File: src/rtl/gesture_pkg.sv
// Shared region codes, FSM state encoding and default frame geometry for the
// gesture decoder and other frame-rate logic.
package gesture_pkg;

    localparam logic [1:0] REG_RED    = 2'd0;
    localparam logic [1:0] REG_GREEN  = 2'd1;
    localparam logic [1:0] REG_YELLOW = 2'd2;
    localparam logic [1:0] REG_BLUE   = 2'd3;

    localparam int DEFAULT_WIDTH  = 640;
    localparam int DEFAULT_HEIGHT = 480;

    typedef enum logic [1:0] {
        IDLE      = 2'd0,
        CANDIDATE = 2'd1,
        CONFIRMED = 2'd2,
        RELEASE   = 2'd3
    } state_t;

    // Frame counters stick at all-ones instead of wrapping.
    function automatic logic [3:0] sat_inc(input logic [3:0] v);
        return (v == 4'hF) ? v : v + 4'd1;
    endfunction

endpackage

File: src/rtl/frame_tick_gen.sv
// One-cycle frame tick on the first cycle the scan position reaches the last
// active pixel; holding that position does not retrigger.
module frame_tick_gen
    import gesture_pkg::*;
#(
    parameter int WIDTH  = DEFAULT_WIDTH,
    parameter int HEIGHT = DEFAULT_HEIGHT
) (
    input  logic       clk,
    input  logic       rst,
    input  logic       enable,
    input  logic [9:0] x,
    input  logic [9:0] y,
    output logic       tick
);

    logic [9:0] prev_x;
    logic [9:0] prev_y;
    logic       at_last;

    assign at_last = (x == 10'(WIDTH - 1)) && (y == 10'(HEIGHT - 1));
    assign tick    = enable && at_last && ((x != prev_x) || (y != prev_y));

    always_ff @(posedge clk or posedge rst) begin
        if (rst) begin
            prev_x <= '0;
            prev_y <= '0;
        end else if (!enable) begin
            prev_x <= '0;
            prev_y <= '0;
        end else begin
            prev_x <= x;
            prev_y <= y;
        end
    end

endmodule

File: src/rtl/region_gesture_decoder.sv
// Reduces per-pixel region detections to one mask per frame and debounces it
// into a confirmed region code. Define STICKY_DETECT_EN to OR det over the frame.
//
// state     | meaning
// IDLE      | no region seen, nothing confirmed
// CANDIDATE | same single region seen cnt frames in a row
// CONFIRMED | region_id confirmed and still present
// RELEASE   | region_id missing for rcnt frames, still reported valid
module region_gesture_decoder
    import gesture_pkg::*;
#(
    parameter int WIDTH          = DEFAULT_WIDTH,
    parameter int HEIGHT         = DEFAULT_HEIGHT,
    parameter int STABLE_FRAMES  = 3,
    parameter int RELEASE_FRAMES = 2
) (
    input  logic       clk,
    input  logic       rst,
    input  logic       enable,
    input  logic [9:0] x,
    input  logic [9:0] y,
    input  logic [3:0] det,
    output logic [1:0] region_id,
    output logic       region_valid,
    output logic       region_pulse,
    output logic       ambiguous
);

    localparam logic [3:0] STABLE_CNT  = 4'(STABLE_FRAMES);
    localparam logic [3:0] RELEASE_CNT = 4'(RELEASE_FRAMES);

    logic       tick;
    logic [3:0] mask;
    logic       mask_single;
    logic       mask_multi;
    logic [1:0] mask_id;
    state_t     state;
    logic [1:0] cand;
    logic [3:0] cnt;
    logic [3:0] rcnt;
    logic [3:0] cnt_inc;
    logic [3:0] rcnt_inc;

    frame_tick_gen #(.WIDTH(WIDTH), .HEIGHT(HEIGHT)) u_tick (
        .clk    (clk),
        .rst    (rst),
        .enable (enable),
        .x      (x),
        .y      (y),
        .tick   (tick)
    );

`ifdef STICKY_DETECT_EN
    logic [3:0] det_acc;

    always_ff @(posedge clk or posedge rst) begin
        if (rst)
            det_acc <= '0;
        else if (!enable || tick)
            det_acc <= '0;
        else
            det_acc <= det_acc | det;
    end

    assign mask = det_acc | det;
`else
    assign mask = det;
`endif

    always_comb begin
        mask_single = 1'b1;
        mask_id     = REG_RED;
        case (mask)
            4'b0001: mask_id = REG_RED;
            4'b0010: mask_id = REG_GREEN;
            4'b0100: mask_id = REG_YELLOW;
            4'b1000: mask_id = REG_BLUE;
            default: mask_single = 1'b0;
        endcase
    end

    assign mask_multi = (mask != 4'b0000) && !mask_single;
    assign cnt_inc    = sat_inc(cnt);
    assign rcnt_inc   = sat_inc(rcnt);

    always_ff @(posedge clk or posedge rst) begin
        if (rst) begin
            state        <= IDLE;
            cand         <= '0;
            cnt          <= '0;
            rcnt         <= '0;
            region_id    <= '0;
            region_valid <= 1'b0;
            region_pulse <= 1'b0;
            ambiguous    <= 1'b0;
        end else if (!enable) begin
            state        <= IDLE;
            cand         <= '0;
            cnt          <= '0;
            rcnt         <= '0;
            region_id    <= '0;
            region_valid <= 1'b0;
            region_pulse <= 1'b0;
            ambiguous    <= 1'b0;
        end else begin
            region_pulse <= 1'b0;
            if (tick) begin
                ambiguous <= mask_multi;
                case (state)
                    IDLE: begin
                        if (mask_single) begin
                            cand <= mask_id;
                            cnt  <= 4'd1;
                            if (STABLE_FRAMES == 1) begin
                                state        <= CONFIRMED;
                                region_id    <= mask_id;
                                region_valid <= 1'b1;
                                region_pulse <= 1'b1;
                            end else begin
                                state <= CANDIDATE;
                            end
                        end
                    end
                    CANDIDATE: begin
                        if (mask_single && mask_id == cand) begin
                            cnt <= cnt_inc;
                            if (cnt_inc == STABLE_CNT) begin
                                state        <= CONFIRMED;
                                region_id    <= cand;
                                region_valid <= 1'b1;
                                region_pulse <= 1'b1;
                            end
                        end else if (mask_single) begin
                            cand <= mask_id;
                            cnt  <= 4'd1;
                        end else begin
                            state <= IDLE;
                            cnt   <= '0;
                        end
                    end
                    CONFIRMED: begin
                        if (!(mask_single && mask_id == region_id)) begin
                            rcnt <= 4'd1;
                            if (RELEASE_FRAMES == 1) begin
                                state        <= IDLE;
                                region_valid <= 1'b0;
                            end else begin
                                state <= RELEASE;
                            end
                        end
                    end
                    RELEASE: begin
                        if (mask_single && mask_id == region_id) begin
                            state <= CONFIRMED;
                            rcnt  <= '0;
                        end else if (rcnt_inc == RELEASE_CNT) begin
                            state        <= IDLE;
                            region_valid <= 1'b0;
                            rcnt         <= '0;
                        end else begin
                            rcnt <= rcnt_inc;
                        end
                    end
                    default: state <= IDLE;
                endcase
            end
        end
    end

endmodule

File: config.mk
export PLATFORM = sky130hd
export DESIGN_NAME = region_gesture_decoder
export DESIGN_NICKNAME = d
export VERILOG_FILES = /design/src/rtl/gesture_pkg.sv /design/src/rtl/frame_tick_gen.sv /design/src/rtl/region_gesture_decoder.sv
export SDC_FILE = /design/constraint.sdc
export NUM_CORES = 1
export LEC_CHECK = 0
export CORE_ASPECT_RATIO = 1.1
export CORE_MARGIN = 2
export CORE_UTILIZATION = 35
export CTS_BUF_LIST = sky130_fd_sc_hd__clkbuf_4
export CTS_CLUSTER_DIAMETER = 40
export DETAILED_ROUTE_END_ITERATION = 12
export PLACE_DENSITY = 0.54
export SYNTH_ARGS = -nofsm -noshare
export SYNTH_HDL_FRONTEND = slang
export SYNTH_SLANG_ARGS = --single-unit
File: constraint.sdc
create_clock -name clk -period 3.9 [get_ports clk]
set_clock_uncertainty 0.15 [all_clocks]
set_input_delay 0.39 -clock clk [delete_from_list [all_inputs] [get_ports clk]]
set_output_delay 0.39 -clock clk [all_outputs]
set_load 0.005 [all_outputs]
==> reports/results.env, run 1 <==
OUTCOME='complete, no violations'
INSERTED_CLOCK_BUFFERS=5
CRIT_FAMILY='simple AND/OR/NAND/NOR gates'
WORST_SKEW_PAIR.LATE_LATENCY_PS=350
MET1_LENGTH_UM=2410
WORSTREG2REGSTART='cand[0]'
TIMING_HOLD_VIOLATIONS_FINAL=0
SYNTH.DISTINCT_CELLS=58
INITIAL_CORE_UTILIZATION=0.357
R2R_SLACK_PS=1490
GRT_PASS1_WL_UM=8740
POSTPLACECELLAREA_SQ_UM=2700
POST_CTS_RESIZE_COUNT=0
POWER.LEAKAGE_nW=1.03
CTS_HOLD_BUFFERS=0
CRIT_PATH_START_KIND='primary input'
POWER_DENSITY_nW_PER_UM2=282
FILL_CELLS=644
CLOCK_INPUT_TRANSITION_AT_THE_SEQUENTIAL_CELLS_OF_THE_WORST_SETUP_AND_HOLD_PATHS_PS=130
NUMBER_OF_CELLS_ON_THE_CRITICAL_PATH=7
NUMBER_OF_BUFFER_AND_INVERTER_STAGES_ON_THE_CRITICAL_PATH=1
PLACEMENT.IO_BUFFERS=31
SYNTH_WARNINGS=0
SYNTH.YOSYS.SEQ_AREA_SHARE=0.400
FLOORPLAN.IO_PINS=32
WL_MET2_UM=2620
LAYOUT.CELL_AREA.NON_FILLER_SQ_UM=2780
DETAILED_PLACEMENT_WIRELENGTH_ESTIMATE_UM=3970
SYNTH_NETS=266
FINAL_NETS=298
POST_DRT_WL_PER_CELL_UM=15.1
CRIT_PATH_TOP_DELAY_CELL='sky130_fd_sc_hd__clkdlybuf4s50_1'
DIE_W_UM=81.5
PRECTSSETUPSLACK_PS=825
LAYOUT-AREA-OVERHEAD-VS-SYNTH_PCT=20.1
WL_UM=5290
CTS.PATH.MAX_BUFFERS=2
AVGSYNTHCELLAREA_SQ_UM=9.80
PERIOD_NEEDED_PS=2720
POST-ROUTE-DRC-COUNT=0
POST_CTS.REPAIR.SETUP_BUFFERS=0
ROUTABILITY_CONGESTION_ESTIMATE_FROM_GLOBAL_PLACEMENT=0.823
VIA_COUNT_OF_THE_FIRST_GLOBAL_ROUTING_PASS=1850
CTSROOTBUFFERMASTER='sky130_fd_sc_hd__clkbuf_4'
WORST_PATH_LARGEST_CELL_DELAY_PS=770
WORST-R2R-CELL-COUNT=6
ASYNC_FLOP_SHARE=1.00
POSTSYNTHCELLCOUNT=236
WORST-SETUP-PATH-TYPE='in2reg'
SYNTH.FF_LATCH_COUNT=37
FP.DIEAREA_SQ_UM=7280
GRT_ANTENNA_BEFORE_REPAIR=0
DRIVE_ABOVE_1_SHARE=0.0967
PIN_COUNT_OF_THE_BIGGEST_NET_ENTERING_GLOBAL_ROUTING=25
WORST_SLACK_PS=1180
WL_MET3_UM=194
SYNTH_AREA_SQ_UM=2310
WORST-ENDPOINT-ARRIVAL_PS=2840
HOLDWS_PS=376
CTS.HTREE.LEVELS=2
FP-ROW-COUNT=31
VDD_DROP_MAX_mV=0.141
TIMING.FINAL.CRIT_SHARE=0.698
CELL_BY_CELL_LISTING_OF_THE_CRITICAL_PATH='clkdlybuf4s50_1, or4b_4, nor3b_2, a21oi_2, a21oi_1, or3b_1, o22ai_1'
OVERFLOW=0
DR_TOTAL_VIAS=1852
SETUP_VIOL=0
CP_MAX_FO=14
ROUTE.TOP_LAYER_USED='met4'
VIASPERCELL=5.28
INSERTEDDIODECOUNT=0
FINAL_TOTAL_NEGATIVE_SETUP_SLACK_PS=0
GRT_SETUP_UNREPAIRED='no'
DIE-HEIGHT_UM=89.3
GRT.TOTAL_USAGE=0.159
WORSTHOLDPATHTYPE='in2async'
WORST_SLEW_PIN_SLEW_PS=902
RELSLEWSLACK=0.398
SYNTH_EDF_COUNT=0
TRITONCTS='yes'
CTS_NUM_SINKS=37
ACHIEVABLE-FREQUENCY_MHz=367
CORE_SQ_UM=6480
WORST_SETUP_PATH_STARTPOINT='det[2]'
DRV_SLEW=0
CP_DATA_REQUIRED_TIME_PS=4020
CP-END-KIND='register'
DRT_PASS1_ITERATIONS=4
TIMING.MAX_CAP.VIOLATIONS=0
R2R-END='cnt[1]'
YS.FLOP_TYPE='sky130_fd_sc_hd__dfrtp_1'
DRTANTENNAVIOLNETS=0
DRT-INITIAL-DRC-COUNT=67
CP-ENDPOINT='cnt[1]'
-- final cells by class --
type	instances	area [sq um]	area share
sequential	37	926	0.333
inverter	7	26.3	0.00946
clock inverter	2	33.8	0.0122
timing repair buffer	33	325	0.117
tap	82	103	0.0369
clock buffer	6	45.0	0.0162
multi-input combinational	184	1320	0.475
-- flip-flops by register name, summed over array words and instances (netlist names) --
signal         count
region_valid       1
region_pulse       1
cnt                4
cand               2
ambiguous          1
region_id          2
rcnt               4
u_tick.prev_y     10
state              2
u_tick.prev_x     10
-- kinds of logic (layout without fill, tap and decap cells) --
kind of cell | Yosys count | count (layout) | share of synthesized area
fa+ha+maj | 3 | 3 | 0.0162
buf+inv | 15 | 48 | 0.0292
mux | 3 | 3 | 0.0130
compound gates | 55 | 55 | 0.184
simple gates | 98 | 98 | 0.263
xor+xnor | 25 | 25 | 0.0946
flops | 37 | 37 | 0.400
-- routing by layer --
| layer | GRT usage | vias to the layer above |
|---|---|---|
| met5 | 0 | - |
| met3 | 0.0394 | 6 |
| met1 | 0.192 | 878 |
| met2 | 0.275 | 40 |
| li1 | - | 928 |
| met4 | 0.0570 | 0 |
-- power breakdown --
group	internal, mW	switching [mW]	total, mW	leakage (nW)
Clock	0.140	0.135	0.276	0.0433
Sequential	0.394	0.00463	0.399	0.495
Combinational	0.0556	0.0546	0.110	0.489
-- worst min path at each step --
stage and endpoint:
6_report u_tick.prev_x[9], 5_1_grt cnt[3], 4_1_cts u_tick.prev_x[6], 3_5_place_dp cnt[3]
3_3_place_gp ambiguous, 2_1_floorplan cnt[3]
-- layout by cell type (no fill, tap or decap), types with 3 or more instances in the layout --
cell and n:
sky130_fd_sc_hd__and2_1 20, sky130_fd_sc_hd__dfrtp_1 37, sky130_fd_sc_hd__xnor2_1 24, sky130_fd_sc_hd__nor3b_1 3, sky130_fd_sc_hd__mux2i_1 3, sky130_fd_sc_hd__a31oi_1 3, sky130_fd_sc_hd__a21oi_2 3, sky130_fd_sc_hd__inv_1 6
sky130_fd_sc_hd__a21oi_1 13, sky130_fd_sc_hd__clkdlybuf4s50_1 31, sky130_fd_sc_hd__nor2_1 13, sky130_fd_sc_hd__nand2_1 20, sky130_fd_sc_hd__nand3_1 4, sky130_fd_sc_hd__nor3_1 3, sky130_fd_sc_hd__clkbuf_4 6, sky130_fd_sc_hd__ha_1 3
sky130_fd_sc_hd__nand4_1 8, sky130_fd_sc_hd__nand4b_1 5, sky130_fd_sc_hd__o21ai_0 7, sky130_fd_sc_hd__o22ai_1 3
-- cells in the mapped netlist (all sizes together) (2+ instances only) --
cell type  instances  share of area
o311ai             2         0.0076
nor3b              4          0.015
o2bb2a             2         0.0087
a21oi             16          0.039
nand2             20          0.032
or3b               2         0.0076
a211oi             4          0.017
a31oi              3         0.0081
nor4b              2         0.0076
nand3              4         0.0087
nand2b             2         0.0054
inv                6         0.0097
a21o               3          0.013
and4b              2         0.0087
nor2              13          0.021
nand3b             2         0.0065
dfrtp             37           0.40
buf                4          0.011
nand4              8          0.022
nand4b             5          0.019
or3                2         0.0076
and2              22          0.061
o21ai              7          0.015
o22ai              3         0.0081
ha                 3          0.016
clkbuf             4         0.0065
xnor2             24          0.091
a22oi              2         0.0065
mux2i              3          0.013
nor3               3         0.0065
or4                4          0.016
-- stage by stage --
stage | total power, mW | instances | util
5_1_grt | 0.823 | 351 | 0.429
2_1_floorplan | 0.468 | 236 | -
6_report | 0.785 | 351 | 0.429
3_3_place_gp | 0.517 | 343 | 0.417
4_1_cts | 0.793 | 351 | 0.429
3_5_place_dp | 0.518 | 343 | 0.417
(Power assumes the default switching activity.)
==> run 2, diff against run 1 <==
--- a/config.mk
+++ b/config.mk
@@ -11,7 +11,7 @@
 export CTS_BUF_LIST = sky130_fd_sc_hd__clkbuf_4
 export CTS_CLUSTER_DIAMETER = 40
 export DETAILED_ROUTE_END_ITERATION = 12
-export PLACE_DENSITY = 0.54
+export PLACE_DENSITY = 0.56
 export SYNTH_ARGS = -nofsm -noshare
 export SYNTH_HDL_FRONTEND = slang
 export SYNTH_SLANG_ARGS = --single-unit
==> constraint.sdc (replaced) <==
create_clock -name clk -period 2.2 [get_ports clk]
set_clock_uncertainty 0.15 [all_clocks]
set_input_delay 0.22 -clock clk [delete_from_list [all_inputs] [get_ports clk]]
set_output_delay 0.22 -clock clk [all_outputs]
set_load 0.005 [all_outputs]
==> run 2 against run 1 <==
  * Global-route usage is 1.8 points higher
  * Sequential share of layout area is 5.1 points lower
  * Critical path depth is 1 higher
  * Worst setup slack worse by 1100 ps
  * Total power is 68% higher
  * Utilization is 7.8 points higher
  * First-iteration DRC count is 70% higher
  * Sequential power is 77% higher
  * Count of clock-buffer cells in the layout stayed put
  * Critical path type unchanged
  * Highest routed layer unchanged
==> reports/results.env, run 2 (synthesis gave the netlist of run 1 again) <==
OUTCOME='complete, no violations'
MOSTFREQUENTLAYOUTCELL='sky130_fd_sc_hd__buf_4'
CTS.HTREE.LEVELS=2
TIMING_HOLD_VIOLATIONS_FINAL=0
WORST_SETUP_PATH_STARTPOINT='det[0]'
VIASPERCELL=5.08
CRIT_PATH_START_KIND='primary input'
SWITCHING_SHARE=0.260
DRT-INITIAL-DRC-COUNT=114
WORST_SLEW_PIN_SLEW_PS=487
TOP_REGS='u_tick.prev_x (10), u_tick.prev_y (10)'
CELL_BY_CELL_LISTING_OF_THE_CRITICAL_PATH='clkdlybuf4s50_1, buf_6, or4b_4, nor3b_4, a21oi_2, a21oi_2, or3b_4, o22ai_2'
SETUP_VIOL=0
POSTPLACECELLAREA_SQ_UM=3140
LAYOUT-AREA-OVERHEAD-VS-SYNTH_PCT=41.9
FINAL_NETS=357
CLOCK_INPUT_TRANSITION_AT_THE_SEQUENTIAL_CELLS_OF_THE_WORST_SETUP_AND_HOLD_PATHS_PS=120
POWER_DENSITY_nW_PER_UM2=400
DRT_PASS1_ITERATIONS=4
CP_MAX_FO=10
DRTANTENNAVIOLNETS=0
OVERFLOW=0
LAYOUT.CELL_AREA.NON_FILLER_SQ_UM=3280
CRIT_FAMILY='simple AND/OR/NAND/NOR gates'
FP.DIEAREA_SQ_UM=7280
VDD_DROP_MAX_mV=0.288
DR_TOTAL_VIAS=2076
FINAL-INSTANCE-COUNT-EXCL-FILL=409
GRT.TOTAL_USAGE=0.177
RELSLEWSLACK=0.676
GRT_SETUP_UNREPAIRED='yes'
FILL_CELLS=637
SEQCELLAREA_SQ_UM=926
CTS.PATH.MAX_BUFFERS=2
WORST-ENDPOINT-ARRIVAL_PS=2290
WORST-R2R-CELL-COUNT=6
MULTIINPUTGATEAREA_SQ_UM=1400
HOLD_START='x[1]'
POWER.SEQUENTIAL.FRACTION=0.537
WL_UM=5700
DRIVE_ABOVE_1_SHARE=0.291
POWER.LEAKAGE_nW=1.36
R2R-END='cnt[1]'
ACHIEVABLE-FREQUENCY_MHz=462
TIMING.MAX_CAP.VIOLATIONS=0
CTSROOTBUFFERMASTER='sky130_fd_sc_hd__clkbuf_4'
DIE-HEIGHT_UM=89.3
R2R_SLACK_PS=60
CRIT_PATH_TOP_DELAY_CELL='sky130_fd_sc_hd__or4b_4'
COMB_POWER_SHARE=0.196
HOLD_DEPTH=3
POST-ROUTE-DRC-COUNT=0
WORSTHOLDPATHTYPE='in2reg'
CRITPATHMOSTFREQUENTCELL='sky130_fd_sc_hd__a21oi_2'
CP_DATA_REQUIRED_TIME_PS=2330
WORST_SKEW_PAIR.LATE_LATENCY_PS=340
WORST_PATH_LARGEST_CELL_DELAY_PS=490
INSERTED_CLOCK_BUFFERS=5
PLACEMENT.IO_BUFFERS=31
POST_DRT_WL_PER_CELL_UM=13.9
DRV_SLEW=0
CTS_HOLD_BUFFERS=0
PIN_COUNT_OF_THE_BIGGEST_NET_ENTERING_GLOBAL_ROUTING=38
HIGHEST_COUNT_CELLS_IN_THE_LAYOUT_IGNORING_FILL_AND_TAPS='sky130_fd_sc_hd__buf_4 (60), sky130_fd_sc_hd__dfrtp_1 (37), sky130_fd_sc_hd__clkdlybuf4s50_1 (27)'
WORSTHOLDENDPOINT='u_tick.prev_x[1]'
CP-END-KIND='register'
WORSTREG2REGSTART='cand[0]'
TOTAL_POWER_mW=1.31
WORST-SETUP-PATH-TYPE='in2reg'
NUMBER_OF_BUFFER_AND_INVERTER_STAGES_ON_THE_CRITICAL_PATH=2
CORE_SQ_UM=6480
SWITCHING_POWER_uW=341
INITIAL_CORE_UTILIZATION=0.357
POWER.INTERNAL_uW=973
HOLDWS_PS=114
FLOORPLAN.IO_PINS=32
GRT_PASS1_WL_UM=9940
INSERTEDDIODECOUNT=0
DIE_W_UM=81.5
FP-ROW-COUNT=31
GRT_ANTENNA_BEFORE_REPAIR=0
DETAILED_PLACEMENT_WIRELENGTH_ESTIMATE_UM=4400
PERIOD_NEEDED_PS=2160
ROUTABILITY_CONGESTION_ESTIMATE_FROM_GLOBAL_PLACEMENT=0.770
VIA_COUNT_OF_THE_FIRST_GLOBAL_ROUTING_PASS=2200
CLKPWRFRAC=0.267
DP_CELLS=401
CTS_NUM_SINKS=37
TIMING.FINAL.CRIT_SHARE=0.984
TRITONCTS='yes'
-- run 2: cell count changes in the layout (fill, tap and decap cells not counted), sizes merged --
cell and delta:
dlymetal6s2s +4, buf +59, clkdlybuf4s50 -4, bufinv -1
-- run 2: worst reg2reg max path: cells and delay by family, from the launching register on --
family | cells | cell delay, ps
flops | 1 | 400
simple gates | 3 | 1150
compound gates | 3 | 370
-- run 2: final cells by class --
cell class	count	share of cell area
tap	82	0.0312
timing repair buffer	92	0.238
multi-input combinational	184	0.426
clock inverter	1	0.00114
inverter	7	0.00800
clock buffer	6	0.0137
sequential	37	0.282
-- run 2: worst max path at each step --
| stage | endpoint | slack, ps | cells after the start |
|---|---|---|---|
| 6_report | cnt[1] | 40 | 8 |
| 5_1_grt | rcnt[1] | -60 | 6 |
| 4_1_cts | state[0] | 10 | 8 |
| 3_5_place_dp | cand[0] | -460 | 7 |
| 3_3_place_gp | cand[0] | -410 | 7 |
| 2_1_floorplan | rcnt[1] | 30 | 6 |
-- run 2: repair_timing --
item,in CTS,in global routing
pin swaps,4,10
gates cloned,0,0
buffers inserted,0,1
gates resized for setup,2,19
endpoints found under the setup margin,7,14
-- run 2: power by group through the flow --
stage / sequential, mW / combinational, mW / clock (mW)
after floorplan: 0.719 / 0.111 / 0
after global placement: 0.719 / 0.251 / 0
after detailed placement: 0.720 / 0.254 / 0
after CTS: 0.707 / 0.256 / 0.371
after global routing: 0.709 / 0.284 / 0.398
final: 0.707 / 0.258 / 0.350
-- run 2: through the flow --
stage / utilization / TNS (ps) / setup WS [ps]
after floorplan: - / 0 / 26.2
after global placement: 0.484 / -5630 / -408
after detailed placement: 0.484 / -6100 / -460
after CTS: 0.494 / 0 / 10.7
after global routing: 0.507 / -256 / -55.5
final: 0.507 / 0 / 35.1
-- run 2: per-layer routing --
layer | GRT usage | routed length (um) | vias up
li1 | - | - | 1045
met5 | 0 | 0 | -
met2 | 0.319 | 2950 | 32
met4 | 0.0586 | 94 | 0
met3 | 0.0283 | 172 | 10
met1 | 0.215 | 2480 | 989
==> run 3, diff against run 2 <==
--- a/config.mk
+++ b/config.mk
@@ -12,6 +12,7 @@
 export CTS_CLUSTER_DIAMETER = 40
 export DETAILED_ROUTE_END_ITERATION = 12
 export PLACE_DENSITY = 0.56
+export SKIP_LAST_GASP = 1
 export SYNTH_ARGS = -nofsm -noshare
 export SYNTH_HDL_FRONTEND = slang
 export SYNTH_SLANG_ARGS = --single-unit
==> run 3 against run 2 <==
  * Wire length about the same
  * Fmax about the same
  * Total power about the same
  * Critical path depth unchanged
  * Utilization unchanged
  * Flip-flop and latch count unchanged
  * Global-route usage unchanged
  * Worst setup slack about the same
  * Cell count unchanged
  * First-iteration DRC count increased by 13%
  * Highest routed layer unchanged
==> reports/results.env, run 3 (synthesis gave the netlist of run 1 again) <==
PRECTSSETUPSLACK_PS=-460
VIA_COUNT_OF_THE_FIRST_GLOBAL_ROUTING_PASS=2200
VDD_DROP_MAX_mV=0.288
DRT_PASS1_ITERATIONS=4
SWITCHING_POWER_uW=341
CP_DATA_REQUIRED_TIME_PS=2330
DIE-HEIGHT_UM=89.3
WORST_SETUP_PATH_STARTPOINT='det[0]'
MOSTFREQUENTLAYOUTCELL='sky130_fd_sc_hd__buf_4'
CRIT_PATH_START_KIND='primary input'
ACHIEVABLE-FREQUENCY_MHz=462
DRT-INITIAL-DRC-COUNT=129
GRT_ANTENNA_BEFORE_REPAIR=0
DR_TOTAL_VIAS=2080
CTS.HTREE.LEVELS=2
DRIVE_ABOVE_1_SHARE=0.291
FP-ROW-COUNT=31
TOTAL_POWER_mW=1.31
POWER.SEQUENTIAL.FRACTION=0.537
TIMING.FINAL.CRIT_SHARE=0.984
PLACEMENT.IO_BUFFERS=31
FLOORPLAN.IO_PINS=32
WORST-ENDPOINT-ARRIVAL_PS=2290
GRT_SETUP_UNREPAIRED='yes'
CP_MAX_FO=10
RELSLEWSLACK=0.676
INSERTED_CLOCK_BUFFERS=5
INSERTEDDIODECOUNT=0
LAYOUT-AREA-OVERHEAD-VS-SYNTH_PCT=41.9
TOP_REGS='u_tick.prev_x (10), u_tick.prev_y (10)'
POWER_DENSITY_nW_PER_UM2=400
ROUTABILITY_CONGESTION_ESTIMATE_FROM_GLOBAL_PLACEMENT=0.770
SWITCHING_SHARE=0.260
WORST_SLACK_PS=35.2
WORST_SKEW_PAIR.LATE_LATENCY_PS=340
WORSTREG2REGSTART='cand[0]'
CP-ENDPOINT='cnt[1]'
DRTANTENNAVIOLNETS=0
INITIAL_CORE_UTILIZATION=0.357
R2R_SLACK_PS=60
GRT_PASS1_WL_UM=9940
FP.DIEAREA_SQ_UM=7280
PERIOD_NEEDED_PS=2160
COMB_POWER_SHARE=0.196
TIMING.MAX_CAP.VIOLATIONS=0
CLOCK_INPUT_TRANSITION_AT_THE_SEQUENTIAL_CELLS_OF_THE_WORST_SETUP_AND_HOLD_PATHS_PS=120
OUTCOME='complete, no violations'
CTSROOTBUFFERMASTER='sky130_fd_sc_hd__clkbuf_4'
CLKPWRFRAC=0.267
CTS.PATH.MAX_BUFFERS=2
WORSTHOLDPATHTYPE='in2reg'
VIASPERCELL=5.09
CORE_SQ_UM=6480
DETAILED_PLACEMENT_WIRELENGTH_ESTIMATE_UM=4400
R2R-END='cnt[1]'
HIGHEST_COUNT_CELLS_IN_THE_LAYOUT_IGNORING_FILL_AND_TAPS='sky130_fd_sc_hd__buf_4 (60), sky130_fd_sc_hd__dfrtp_1 (37), sky130_fd_sc_hd__clkdlybuf4s50_1 (27)'
POST_DRT_WL_PER_CELL_UM=13.9
SETUP_VIOL=0
WORST_SLEW_PIN_SLEW_PS=487
DRV_SLEW=0
OVERFLOW=0
CP-END-KIND='register'
WORST-SETUP-PATH-TYPE='in2reg'
WL_UM=5700
POST-ROUTE-DRC-COUNT=0
WORST-R2R-CELL-COUNT=6
CTS_HOLD_BUFFERS=0
DIE_W_UM=81.5
HOLD_DEPTH=3
TIMING_HOLD_VIOLATIONS_FINAL=0
POWER.INTERNAL_uW=973
FINAL_NETS=357
TRITONCTS='yes'
PIN_COUNT_OF_THE_BIGGEST_NET_ENTERING_GLOBAL_ROUTING=38
POWER.LEAKAGE_nW=1.36
CTS_NUM_SINKS=37
GRT.TOTAL_USAGE=0.177
HOLDWS_PS=114
==> run 3: cell type report <==
cell class              instances  area (sq um)
clock inverters                 1          3.75
fillers                       637          3190
flip-flops and latches         37           926
clock buffers                   6          45.0
well taps                      82           103
repair buffers                 92           782
inverters                       7          26.3
multi-input cells             184          1400
==> run 3: per-stage QoR <==
step	instances	setup TNS, ps	cell area (sq um)	util
floorplan	236	0	2310	-
global route	409	-287	3280	0.507
finish	409	0	3280	0.507
global placement	401	-5630	3140	0.484
detailed placement	401	-6100	3140	0.484
CTS	408	0	3200	0.494
==> run 3: critical path, stage by stage <==
cell	delay, ps
sky130_fd_sc_hd__clkdlybuf4s50_1	430
sky130_fd_sc_hd__buf_6	150
sky130_fd_sc_hd__or4b_4	490
sky130_fd_sc_hd__nor3b_4	230
sky130_fd_sc_hd__a21oi_2	70
sky130_fd_sc_hd__a21oi_2	190
sky130_fd_sc_hd__or3b_4	390
sky130_fd_sc_hd__o22ai_2	110
==> run 3: how the worst min path moves through the flow <==
| stage | startpoint | to |
|---|---|---|
| 2_1_floorplan | x[0] | u_tick.prev_x[0] |
| 3_3_place_gp | ambiguous | ambiguous |
| 3_5_place_dp | ambiguous | ambiguous |
| 4_1_cts | rst | state[0] |
| 5_1_grt | x[1] | u_tick.prev_x[1] |
| 6_report | x[1] | u_tick.prev_x[1] |
==> run 3: power groups by stage <==
stage	sequential [mW]	combinational, mW	clock, mW
after global placement	0.719	0.251	0
after global routing	0.709	0.284	0.398
after floorplan	0.719	0.111	0
after detailed placement	0.720	0.254	0
after CTS	0.707	0.256	0.371
final	0.707	0.258	0.350
==> run 3: timing repair <==
action | in CTS | in global routing
cloned | 0 | 0
endpoints found under the hold margin | 0 | 0
setup buffers | 0 | 1
setup endpoints to repair | 7 | 14
pin swaps | 4 | 8
gates resized for setup | 2 | 19
==> run 3: metal layers <==
layer | part of all wire | track usage | vias up
met5 | 0 | 0 | -
met4 | 0.016 | 0.0586 | 0
met3 | 0.030 | 0.0283 | 10
met2 | 0.52 | 0.319 | 32
met1 | 0.43 | 0.215 | 993
li1 | - | - | 1045
